[config.mk]
export PLATFORM = sky130hd
export DESIGN_NAME = sad_scan_counter_flat
export DESIGN_NICKNAME = d
export VERILOG_FILES = /design/src/rtl/sad_scan_counter_if.sv /design/src/rtl/sad_scan_counter.sv /design/src/flat_wrapper.sv
export SDC_FILE = /design/constraint.sdc
export NUM_CORES = 1
export LEC_CHECK = 0
export BUFFER_PORTS_ARGS = -buffer_cell sky130_fd_sc_hd__buf_2
export CORE_MARGIN = 3
export CORE_UTILIZATION = 54
export CTS_CLUSTER_SIZE = 40
export DETAILED_ROUTE_END_ITERATION = 12
export GPL_TIMING_DRIVEN = 0
export PLACE_DENSITY = 0.87
export SLEW_MARGIN = 20
export SYNTH_ARGS = -nofsm -noshare
export SYNTH_HDL_FRONTEND = slang
export SYNTH_SLANG_ARGS = --single-unit
[constraint.sdc]
create_clock -name clk -period 2.7 [get_ports clk]
set_input_delay 0.405 -clock clk [delete_from_list [all_inputs] [get_ports clk]]
set_output_delay 0.405 -clock clk [all_outputs]
set_load 0.1 [all_outputs]
[src/rtl/sad_scan_counter_if.sv]
// Handshake and index bus between a SAD search controller and sad_scan_counter.
// The abort wire exists only when SAD_SCAN_ABORT_EN is defined.
interface sad_scan_counter_if #(
    parameter int unsigned PIX_W  = 9,
    parameter int unsigned CAND_W = 6
);
    logic              start;
    logic              en;
`ifdef SAD_SCAN_ABORT_EN
    logic              abort;
`endif
    logic [PIX_W-1:0]  pix;
    logic [CAND_W-1:0] cand;
    logic              valid;
    logic              last_pix;
    logic              last;
    logic              busy;
    logic              done;

`ifdef SAD_SCAN_ABORT_EN
    modport master (
        output start, en, abort,
        input  pix, cand, valid, last_pix, last, busy, done
    );
    modport slave (
        input  start, en, abort,
        output pix, cand, valid, last_pix, last, busy, done
    );
`else
    modport master (
        output start, en,
        input  pix, cand, valid, last_pix, last, busy, done
    );
    modport slave (
        input  start, en,
        output pix, cand, valid, last_pix, last, busy, done
    );
`endif
endinterface

[src/rtl/sad_scan_counter.sv]
// Two-level scan counter for the SAD datapath: pixel index within a block (inner)
// and candidate index (outer), run under a start/busy/done handshake with stall.
// Define SAD_SCAN_ABORT_EN to add the abort input that cancels a running search.
module sad_scan_counter #(
    parameter int unsigned PIX_W  = 9,
    parameter int unsigned N_PIX  = 256,
    parameter int unsigned CAND_W = 6,
    parameter int unsigned N_CAND = 64
) (
    input logic               clk,
    input logic               rst,
    sad_scan_counter_if.slave bus
);
    // Terminal counts; wrap is by compare so non-power-of-two sizes work.
    localparam logic [PIX_W-1:0]  PixMax  = PIX_W'(N_PIX - 1);
    localparam logic [CAND_W-1:0] CandMax = CAND_W'(N_CAND - 1);

    typedef enum logic [1:0] {StIdle, StRun, StDone} state_t;

    state_t            state;
    logic [PIX_W-1:0]  pix_q;
    logic [CAND_W-1:0] cand_q;

    // State and both counters; rst beats abort beats en beats start.
    always_ff @(posedge clk) begin
        if (rst) begin
            state  <= StIdle;
            pix_q  <= '0;
            cand_q <= '0;
        end else begin
            unique case (state)
                StIdle: begin
                    if (bus.start) begin
                        state  <= StRun;
                        pix_q  <= '0;
                        cand_q <= '0;
                    end
                end
                StRun: begin
`ifdef SAD_SCAN_ABORT_EN
                    if (bus.abort) begin
                        state  <= StIdle;
                        pix_q  <= '0;
                        cand_q <= '0;
                    end else
`endif
                    if (bus.en) begin
                        if (pix_q != PixMax) begin
                            pix_q <= pix_q + 1'b1;
                        end else if (cand_q != CandMax) begin
                            pix_q  <= '0;
                            cand_q <= cand_q + 1'b1;
                        end else begin
                            // Final address consumed: one DONE cycle follows.
                            pix_q  <= '0;
                            cand_q <= '0;
                            state  <= StDone;
                        end
                    end
                end
                StDone: state <= StIdle;
                default: begin
                    state  <= StIdle;
                    pix_q  <= '0;
                    cand_q <= '0;
                end
            endcase
        end
    end

    // Outputs decode straight from the registers; no extra pipeline stage.
    always_comb begin
        bus.pix      = pix_q;
        bus.cand     = cand_q;
        bus.valid    = (state == StRun);
        bus.busy     = (state != StIdle);
        bus.done     = (state == StDone);
        bus.last_pix = bus.valid && (pix_q == PixMax);
        bus.last     = bus.last_pix && (cand_q == CandMax);
    end
endmodule
[src/flat_wrapper.sv]
// flat-port wrapper written by rule: the top's interface ports become plain ports
module sad_scan_counter_flat 
#(
    parameter int unsigned PIX_W  = 9,
    parameter int unsigned N_PIX  = 256,
    parameter int unsigned CAND_W = 6,
    parameter int unsigned N_CAND = 64
)
  (clk, rst, bus_start, bus_en, bus_pix, bus_cand, bus_valid, bus_last_pix, bus_last, bus_busy, bus_done);
  sad_scan_counter_if #(.PIX_W(PIX_W), .CAND_W(CAND_W)) bus_i ();
  input logic clk;
  input logic rst;
  input wire logic [$bits(bus_i.start)-1:0] bus_start;
  input wire logic [$bits(bus_i.en)-1:0] bus_en;
  output wire logic [$bits(bus_i.pix)-1:0] bus_pix;
  output wire logic [$bits(bus_i.cand)-1:0] bus_cand;
  output wire logic [$bits(bus_i.valid)-1:0] bus_valid;
  output wire logic [$bits(bus_i.last_pix)-1:0] bus_last_pix;
  output wire logic [$bits(bus_i.last)-1:0] bus_last;
  output wire logic [$bits(bus_i.busy)-1:0] bus_busy;
  output wire logic [$bits(bus_i.done)-1:0] bus_done;
  assign bus_i.start = bus_start;
  assign bus_i.en = bus_en;
  assign bus_pix = bus_i.pix;
  assign bus_cand = bus_i.cand;
  assign bus_valid = bus_i.valid;
  assign bus_last_pix = bus_i.last_pix;
  assign bus_last = bus_i.last;
  assign bus_busy = bus_i.busy;
  assign bus_done = bus_i.done;
  sad_scan_counter #(.PIX_W(PIX_W), .N_PIX(N_PIX), .CAND_W(CAND_W), .N_CAND(N_CAND)) u_core (.clk(clk), .rst(rst), .bus(bus_i));
endmodule
==> impl.org, run 1 <==
** Global routing
- After global routing the overflow that remains totals 0.
- Combined global-route utilization of all metal layers :: 20.2%
- Vias in the first global route :: 764
- Initial antenna violation count :: 0
- First-pass GRT wire length :: 3230 um
- Maximum number of pins on one net before global-route repair :: 11

** Cells and area
- Cells fill 70.7% of the core in the end.
- After filler insertion, the fill cell instance count of the layout stands at 130.
- The post-route netlist has 35.6% of its cells at a drive strength greater than 1.
- From synthesis to final layout, the design area changed by 18.9%.
- In the final layout, flip-flops and latches occupy 350 um2.
- In the final layout, the multi-input gates occupy 537 um2.
- Non-filler cells in the finished layout :: 148
- At the end of the flow, the number of nets in the layout was 139.
- Inserted Diodes :: 0

** Synthesis
- Synthesis inferred 17 register bits.
- Of the total synthesized cell area, the portion taken by XOR and XNOR cells is 4.72%.
- The synthesized netlist devotes 21.7% of its cell area to compound gates.
- Synthesis produced 105 cells.
- Dominant cells by area after synthesis :: sky130_fd_sc_hd__dfxtp_1, sky130_fd_sc_hd__nor2_1, sky130_fd_sc_hd__xor2_1
- Part of the Yosys area used for sequential elements :: 36.7%
- In the synthesized netlist, the cells that appear most often are sky130_fd_sc_hd__dfxtp_1, sky130_fd_sc_hd__nor2_1, sky130_fd_sc_hd__nand2_1, sky130_fd_sc_hd__nand3_1, sky130_fd_sc_hd__o21ai_0.
- For this run, the number of Yosys warnings is 0.
- Most instantiated library cell after synthesis :: sky130_fd_sc_hd__dfxtp_1
- Post-synthesis simple-gate area fraction :: 26.2%
- Async set or reset register ratio after synthesis :: 0%
- Post-Synth Adder-Cell Area :: 2.70%
- Nets in the synthesized netlist :: 111
- Dominant combinational cell family by area after synthesis :: simple AND/OR/NAND/NOR gates
- Synthesis instantiated 34 different standard cells from the library.
- Syn avg cell area :: 8.83 um2
- Multiplexer area fraction after synthesis :: 2.16%
- For this run, the leading register cell type out of synthesis is sky130_fd_sc_hd__dfxtp_1.
- EDFF count, synth :: 0
- The largest total area in the synthesized netlist belongs to sky130_fd_sc_hd__dfxtp_1.
- The mapped netlist covers 927 um2.
- Top cell type's share of synthesized area :: 36.7%

** Hold path
- The startpoint identified for the worst hold timing path is rst.
- The worst hold path belongs to the class in2reg.

** Setup path
- In this run the worst path has a maximum fanout of 7.
- The critical path starts at u_core.bus.pix[0]$_SDFFE_PP0P_.
- For the worst setup path, the data required time is 2300 ps.
- Worst reg-to-reg setup slack :: 930 ps
- Worst flop-to-flop path startpoint :: u_core.bus.pix[0]$_SDFFE_PP0P_
- STA classifies the critical path startpoint as a flip-flop.
- Data arrives at the worst endpoint at 2090 ps.
- STA classifies the critical path endpoint as an output pin.
- Critical setup path kind :: reg2out

** Routing
- Final routed DRC violation total :: 0
- Total vias in the final route :: 855
- Dividing the detail-routed wire length by the instance count gives 13.4 um.
- Number of DRC markers after the initial detailed-route iteration :: 26
- Using the TritonRoute via totals, the vias-per-cell ratio works out to 5.78.
- The pre-antenna-repair detailed-routing pass consisted of 4 iterations.
- Total wirelength of the detailed-routed design :: 1990 um
- In this run the remaining antenna-violating nets after routing total 0.

** STA
- Setup TNS :: 0 ps
- RSZ-0062 raised after global routing :: false
- Tightest hold margin :: 391 ps
- Setup violations remaining at the end of the flow were counted as 0.
- Static timing analysis puts the maximum clock frequency at 0.400 GHz.
- Setup ws final :: 202 ps
- The smallest clock period supported by the final layout is computed as 2500 ps.
- The number of max-slew violations in the final report was 0.
- The final critical path takes up 92.5% of the cycle.
- Final Hold Vio Count :: 0
- Worst Clk Skew :: 0.972 ps
- Normalized max-slew margin :: 67.7%
- At the pin with the least slew margin, the transition time is 488 ps.

** Clocking
- Worst-case clock buffer depth :: 2
- Setup Fix Bufs, Post-CTS :: 0
- CTS tree :: built
- Count of H-tree levels built during CTS :: 1
- Number of CTS-inserted buffers :: 3
- After clock tree synthesis, the clock-pin slew on the worst setup and hold paths is 90 ps.
- Clock Sink Count :: 17
- The number of hold buffers added after CTS was 0.
- The clock reaches the later pin of the worst-skew pair after 290 ps.
- Post-CTS repair changed the size of 0 cells.
- The tree is rooted in a sky130_fd_sc_hd__clkbuf_4.

** Placement
- The wire-length estimate of the detail-placed layout is 1500 um.
- In this run the tool buffered the top-level ports with 23 buffer cells.
- Setup WS pre-CTS :: 553 ps
- Placed Cells :: 144
- Final weighted congestion in routability-driven placement :: 0.730

** Die
- Starting Density :: 59.5%
- The core region is 1560 um2.
- Die boundary height :: 47.4 um
- Number of top-level design ports :: 24
- Width of the chip :: 47.4 um
- After floorplanning, the core was divided into 14 placement rows.
- Overall die area :: 2250 um2

** Pwr
- The worst-case IR drop observed on VDD is 0.000350 V.
- For this design the ratio of total power to cell area is 444 nW/um2.
- Leak Pwr :: 0.482 nW

** Run status
- Run status :: finished, final reports clean

** Run
- Max cap viols :: 0
-- worst paths after layout --
check                                     to  cells after the start
max reg2reg     u_core.state[0]$_SDFFE_PP0P_                      6
min          u_core.bus.cand[4]$_SDFFE_PP0P_                      2
min reg2reg  u_core.bus.cand[0]$_SDFFE_PP0P_                      1
max                                 bus_last                      6
-- metal layers --
metal,GRT usage (%),up-vias,wire (um)
li1,-,438,-
met1,27.3,384,947
met2,31.3,27,897
met3,2.26,6,95
met4,11.0,0,44
met5,0,-,0
-- state kept, by name (all words and copies together) (netlist names) --
signal           cells
u_core.bus.pix       9
u_core.bus.cand      6
u_core.state         2
-- cell type report --
class                      instances  area share [%]
timing repair buffer              23            10.4
inverter                           4            1.36
sequential                        17            31.8
tap                               16            1.82
clock buffer                       4            2.38
multi-input combinational         80            48.7
buffer                             4            3.52
-- critical path, stage by stage (launching register included) --
cell and delay [ps]:
sky130_fd_sc_hd__dfxtp_2 380, sky130_fd_sc_hd__ha_1 210, sky130_fd_sc_hd__and4_1 300, sky130_fd_sc_hd__and3_1 200, sky130_fd_sc_hd__buf_6 130, sky130_fd_sc_hd__and3_2 160
sky130_fd_sc_hd__buf_2 410
-- where the power goes --
part / internal, W / switching [W] / leakage (nW)
Combinational: 0.0000240 / 0.0000684 / 0.326
Sequential: 0.000256 / 0.00000670 / 0.141
Clock: 0.0000575 / 0.0000772 / 0.0150
-- cells in the final DEF, fill, tap and decap left out, types with 4 or more instances in the layout --
cell type / n
sky130_fd_sc_hd__a21oi_1: 4
sky130_fd_sc_hd__buf_2: 24
sky130_fd_sc_hd__dfxtp_1: 9
sky130_fd_sc_hd__dfxtp_2: 8
sky130_fd_sc_hd__inv_1: 4
sky130_fd_sc_hd__nand2_1: 5
sky130_fd_sc_hd__nand3_1: 5
sky130_fd_sc_hd__nor2_1: 11
sky130_fd_sc_hd__o21a_1: 4
sky130_fd_sc_hd__o21ai_0: 5
sky130_fd_sc_hd__xor2_1: 4
-- per-stage QoR --
stage | total power [W] | cell area, um2
after floorplan | 0.000342 | 941
after global placement | 0.000358 | 1080
after detailed placement | 0.000360 | 1080
after CTS | 0.000493 | 1100
after global routing | 0.000515 | 1100
final | 0.000489 | 1100
-- cell families after synthesis --
kind of cell | count (synthesis)
AND/OR/NAND/NOR | 44
adder cells (fa/ha/maj) | 2
flip-flops | 17
multiplexers | 2
AO/OA/AOI/OAI | 27
XOR/XNOR | 5
buffers and inverters | 8
Note: power is estimated with default switching activity, not from simulation.
==> run 2: changes to the inputs <==
==> constraint.sdc (replaced) <==
create_clock -name clk -period 2.7 [get_ports clk]
set_input_delay 0.27 -clock clk [delete_from_list [all_inputs] [get_ports clk]]
set_output_delay 0.27 -clock clk [all_outputs]
set_load 0.1 [all_outputs]
==> run 2 against run 1 <==
Compared with the run above: setup slack improved by 150 ps; combinational power rose by 1%; core utilization fell by 0.32 points; non-clock buffer count did not move; hold slack got worse by 140 ps; critical path type unchanged; largest cell class unchanged; largest power group unchanged; highest routed layer unchanged.
==> impl.org, run 2 (same netlist as run 1, synthesis figures left out) <==
** Routing
- Vias per cell :: 5.94 (+2.8%)
- Number of DRC markers after the initial detailed-route iteration :: 14 (-46%)
- The total number of vias is 879 (+2.8%).
- The detailed-route wire length per cell is 14.3 um (+6.5%).
- The remaining antenna violation count came to 0 (unchanged).
- Total wirelength of the detailed-routed design :: 2110 um (+6.5%)
- The number of design rule violations left after detail routing is 0 (unchanged).
- Number of detailed-route iterations in the first pass :: 4 (unchanged)

** Die
- Overall die area :: 2250 um2 (unchanged)
- The initial core utilization is 59.5% (unchanged).
- Die boundary height :: 47.4 um (unchanged)
- Width of the chip :: 47.4 um (unchanged)
- Core footprint :: 1560 um2 (unchanged)
- Number of top-level design ports :: 24 (unchanged)
- Number of placement rows :: 14 (unchanged)

** STA
- The maximum clock skew at final layout is 5.22 ps (+4.25 ps).
- The final critical path time including I/O delays and setup was 2350 ps (-152 ps).
- Final count of pins violating max slew :: 0 (unchanged)
- RSZ-0062 raised after global routing :: false
- The relative slew slack came to 67.4% (-0.32 points).
- The top achievable clock speed is 0.426 GHz (+6.5%).
- Setup TNS :: 0 ps (unchanged)
- Final setup fails :: 0 (unchanged)
- Tightest hold margin :: 249 ps (-142 ps)
- Final critical-path share of the clock period :: 86.9% (-5.6 points)
- The worst-margin pin slew came to 492 ps (+4.84 ps).
- The final hold violation count came to 0 (unchanged).

** Cells and area
- The area of the multi-input gates is 536 um2 (-0.23%).
- Fraction of final layout cells sized beyond drive strength 1 :: 32.6% (-3.0 points)
- The final antenna diode count is 0 (unchanged).
- Nets@finish :: 139 (unchanged)
- The area taken by flip-flops and latches came to 347 um2 (-1.1%).
- Leaving out fill and tap cells, the most frequent cell in the layout is sky130_fd_sc_hd__buf_2.
- Post-layout utilization of the core :: 70.4% (-0.32 points)
- The area growth from synthesis to layout is 18.4%.
- Count of filler cells inserted in the layout :: 136 (+4.6%)
- Number of flip-flops under the largest register name :: 9 (unchanged)
- Leaving out fill and tap cells, the most frequent cells in the layout are sky130_fd_sc_hd__buf_2, sky130_fd_sc_hd__dfxtp_1, sky130_fd_sc_hd__nor2_1.

** Setup path
- The largest driver fanout on the critical path came to 7 (unchanged).
- Signal arrival time at the worst endpoint :: 2080 ps (about the same)
- The highest cell delay on the worst timing path came to 410 ps (about the same).
- The path depth of the worst reg2reg path was 6 (unchanged).
- Critical Path Start :: u_core.bus.pix[0]$_SDFFE_PP0P_
- Counting stages on the worst path, the most repeated cell is sky130_fd_sc_hd__and3_1.
- Worst reg-to-reg setup slack :: 920 ps (about the same)
- By startpoint and endpoint, the worst setup path is classified as reg2out.
- The critical path ends at bus_last.
- Worst setup SP type :: flip-flop
- Required arrival time at the worst endpoint :: 2430 ps (+130 ps)
- Cell breakdown of the critical path :: ha_1 > and4_1 > and3_1 > buf_6 > and3_1 > buf_2
- In this run the critical register-to-register path is launched from u_core.bus.pix[0]$_SDFFE_PP0P_.
- Reg-to-reg endpoint :: u_core.state[0]$_SDFFE_PP0P_
- Library cell contributing the largest single delay on the critical path :: sky130_fd_sc_hd__buf_2
- The worst setup path is captured at an output pin.

** Global routing
- Initial antenna violation count :: 0 (unchanged)
- Vias in the first global route :: 730 (-4.5%)
- The global-route wire length before repair is 3190 um (-1.1%).
- The sum of overflow across all layers after global routing is 0 (unchanged).
- Combined global-route utilization of all metal layers :: 20.1% (-0.12 points)
- Maximum number of pins on one net before global-route repair :: 11 (unchanged)

** Pwr
- The internal portion of total power came to 0.000337 W (about the same).
- Switching pwr :: 0.000156 W (+2.3%)
- VDD IR-drop max :: 0.000275 V (-21%)
- Combinational group share of total power :: 18.9% (about the same)
- Pwr Density :: 449 nW/um2 (+1.2%)
- The net switching share of the total power was 31.6% (+0.49 points).
- The power share of the clock group was 27.8% (+0.3 points).
- The leakage power came to 0.481 nW (-0.21%).
- The power share of the sequential group was 53.2% (-0.4 points).

** Run status
- Run status :: finished, final reports clean

** Clocking
- Worst-case clock buffer depth :: 2 (unchanged)
- Clock Sink Count :: 17 (unchanged)
- Number of CTS-inserted buffers :: 3 (unchanged)
- Clock tree root buffer cell :: sky130_fd_sc_hd__clkbuf_4
- Hold bufs inserted after CTS :: 0 (unchanged)
- TritonCTS built the clock tree.
- The number of levels in the clock H-tree came to 1 (unchanged).
- The clock latency reported for the late side of the worst-skew pair was 290 ps (about the same).
- The clock transition at the register clock pins on the worst setup and hold paths after CTS was 100 ps (about the same).
- Setup Fix Bufs, Post-CTS :: 0 (unchanged)
- CTS-repair resized insts :: 0 (unchanged)

** Placement
- Final weighted congestion in routability-driven placement :: 0.756 (+3.7%)
- The detailed-placement wirelength estimate is 1590 um (+6.0%).
- The count of input and output buffers was 23 (unchanged).

** Hold path
- Worst hold-check path type :: in2reg

** Run
- The max capacitance violation total is 0 (unchanged).
==> run 2: changes by cell type in the layout (fill, tap and decap cells not counted) <==
cell	previous run	this run
sky130_fd_sc_hd__dfxtp_2	8	5
sky130_fd_sc_hd__and3_2	1	0
sky130_fd_sc_hd__dfxtp_1	9	12
sky130_fd_sc_hd__and3_1	3	4
==> run 2: power groups by stage <==
stage                     Clock [W]  Sequential, W  Combinational (W)
after floorplan                   0       0.000291          0.0000513
after global placement            0       0.000268          0.0000909
after detailed placement          0       0.000268          0.0000928
after CTS                  0.000139       0.000262          0.0000934
after global routing       0.000153       0.000264          0.0000984
final                      0.000137       0.000262          0.0000933
==> run 2: layer usage <==
layer  wire length (um)  vias up  share of wire (%)  global-route usage [%]
li1                   -      432                  -                       -
met1                913      408                 43                    26.5
met2               1040       34                 49                    31.3
met3                126        5                6.0                    2.63
met4                 38        0                1.8                    11.6
met5                  0        -                  0                       0
==> run 2: layout make-up <==
class / instances / share of cell area (%)
buffer: 4 / 3.53
clock buffer: 4 / 2.39
inverter: 4 / 1.37
multi-input combinational: 80 / 48.8
sequential: 17 / 31.6
tap: 16 / 1.82
timing repair buffer: 23 / 10.5
==> run 2: critical path: cells and delay by family (launching register included) <==
family / cells / cell delay (ps)
AND/OR/NAND/NOR: 3 / 640
adder cells (fa/ha/maj): 1 / 220
flip-flops: 1 / 390
buffers and inverters: 2 / 530
==> run 2: stage by stage <==
step                      area, um2  setup slack, ps  total power, W  cells
after global placement         1070              698        0.000359    144
after detailed placement       1070              697        0.000361    144
after floorplan                 936             10.0        0.000342    105
after global routing           1100              247        0.000515    148
final                          1100              354        0.000493    148
after CTS                      1100              365        0.000495    148
==> run 2: worst min path at each step <==
stage	to	cells after the start	startpoint	slack (ps)
6_report	u_core.bus.cand[4]$_SDFFE_PP0P_	2	rst	250
2_1_floorplan	u_core.bus.cand[4]$_SDFFE_PP0P_	1	rst	340
3_3_place_gp	u_core.bus.pix[1]$_SDFFE_PP0P_	2	u_core.bus.pix[1]$_SDFFE_PP0P_	470
4_1_cts	u_core.bus.cand[4]$_SDFFE_PP0P_	2	rst	250
3_5_place_dp	u_core.bus.cand[5]$_SDFFE_PP0P_	2	u_core.bus.cand[5]$_SDFFE_PP0P_	490
5_1_grt	u_core.state[0]$_SDFFE_PP0P_	2	rst	250
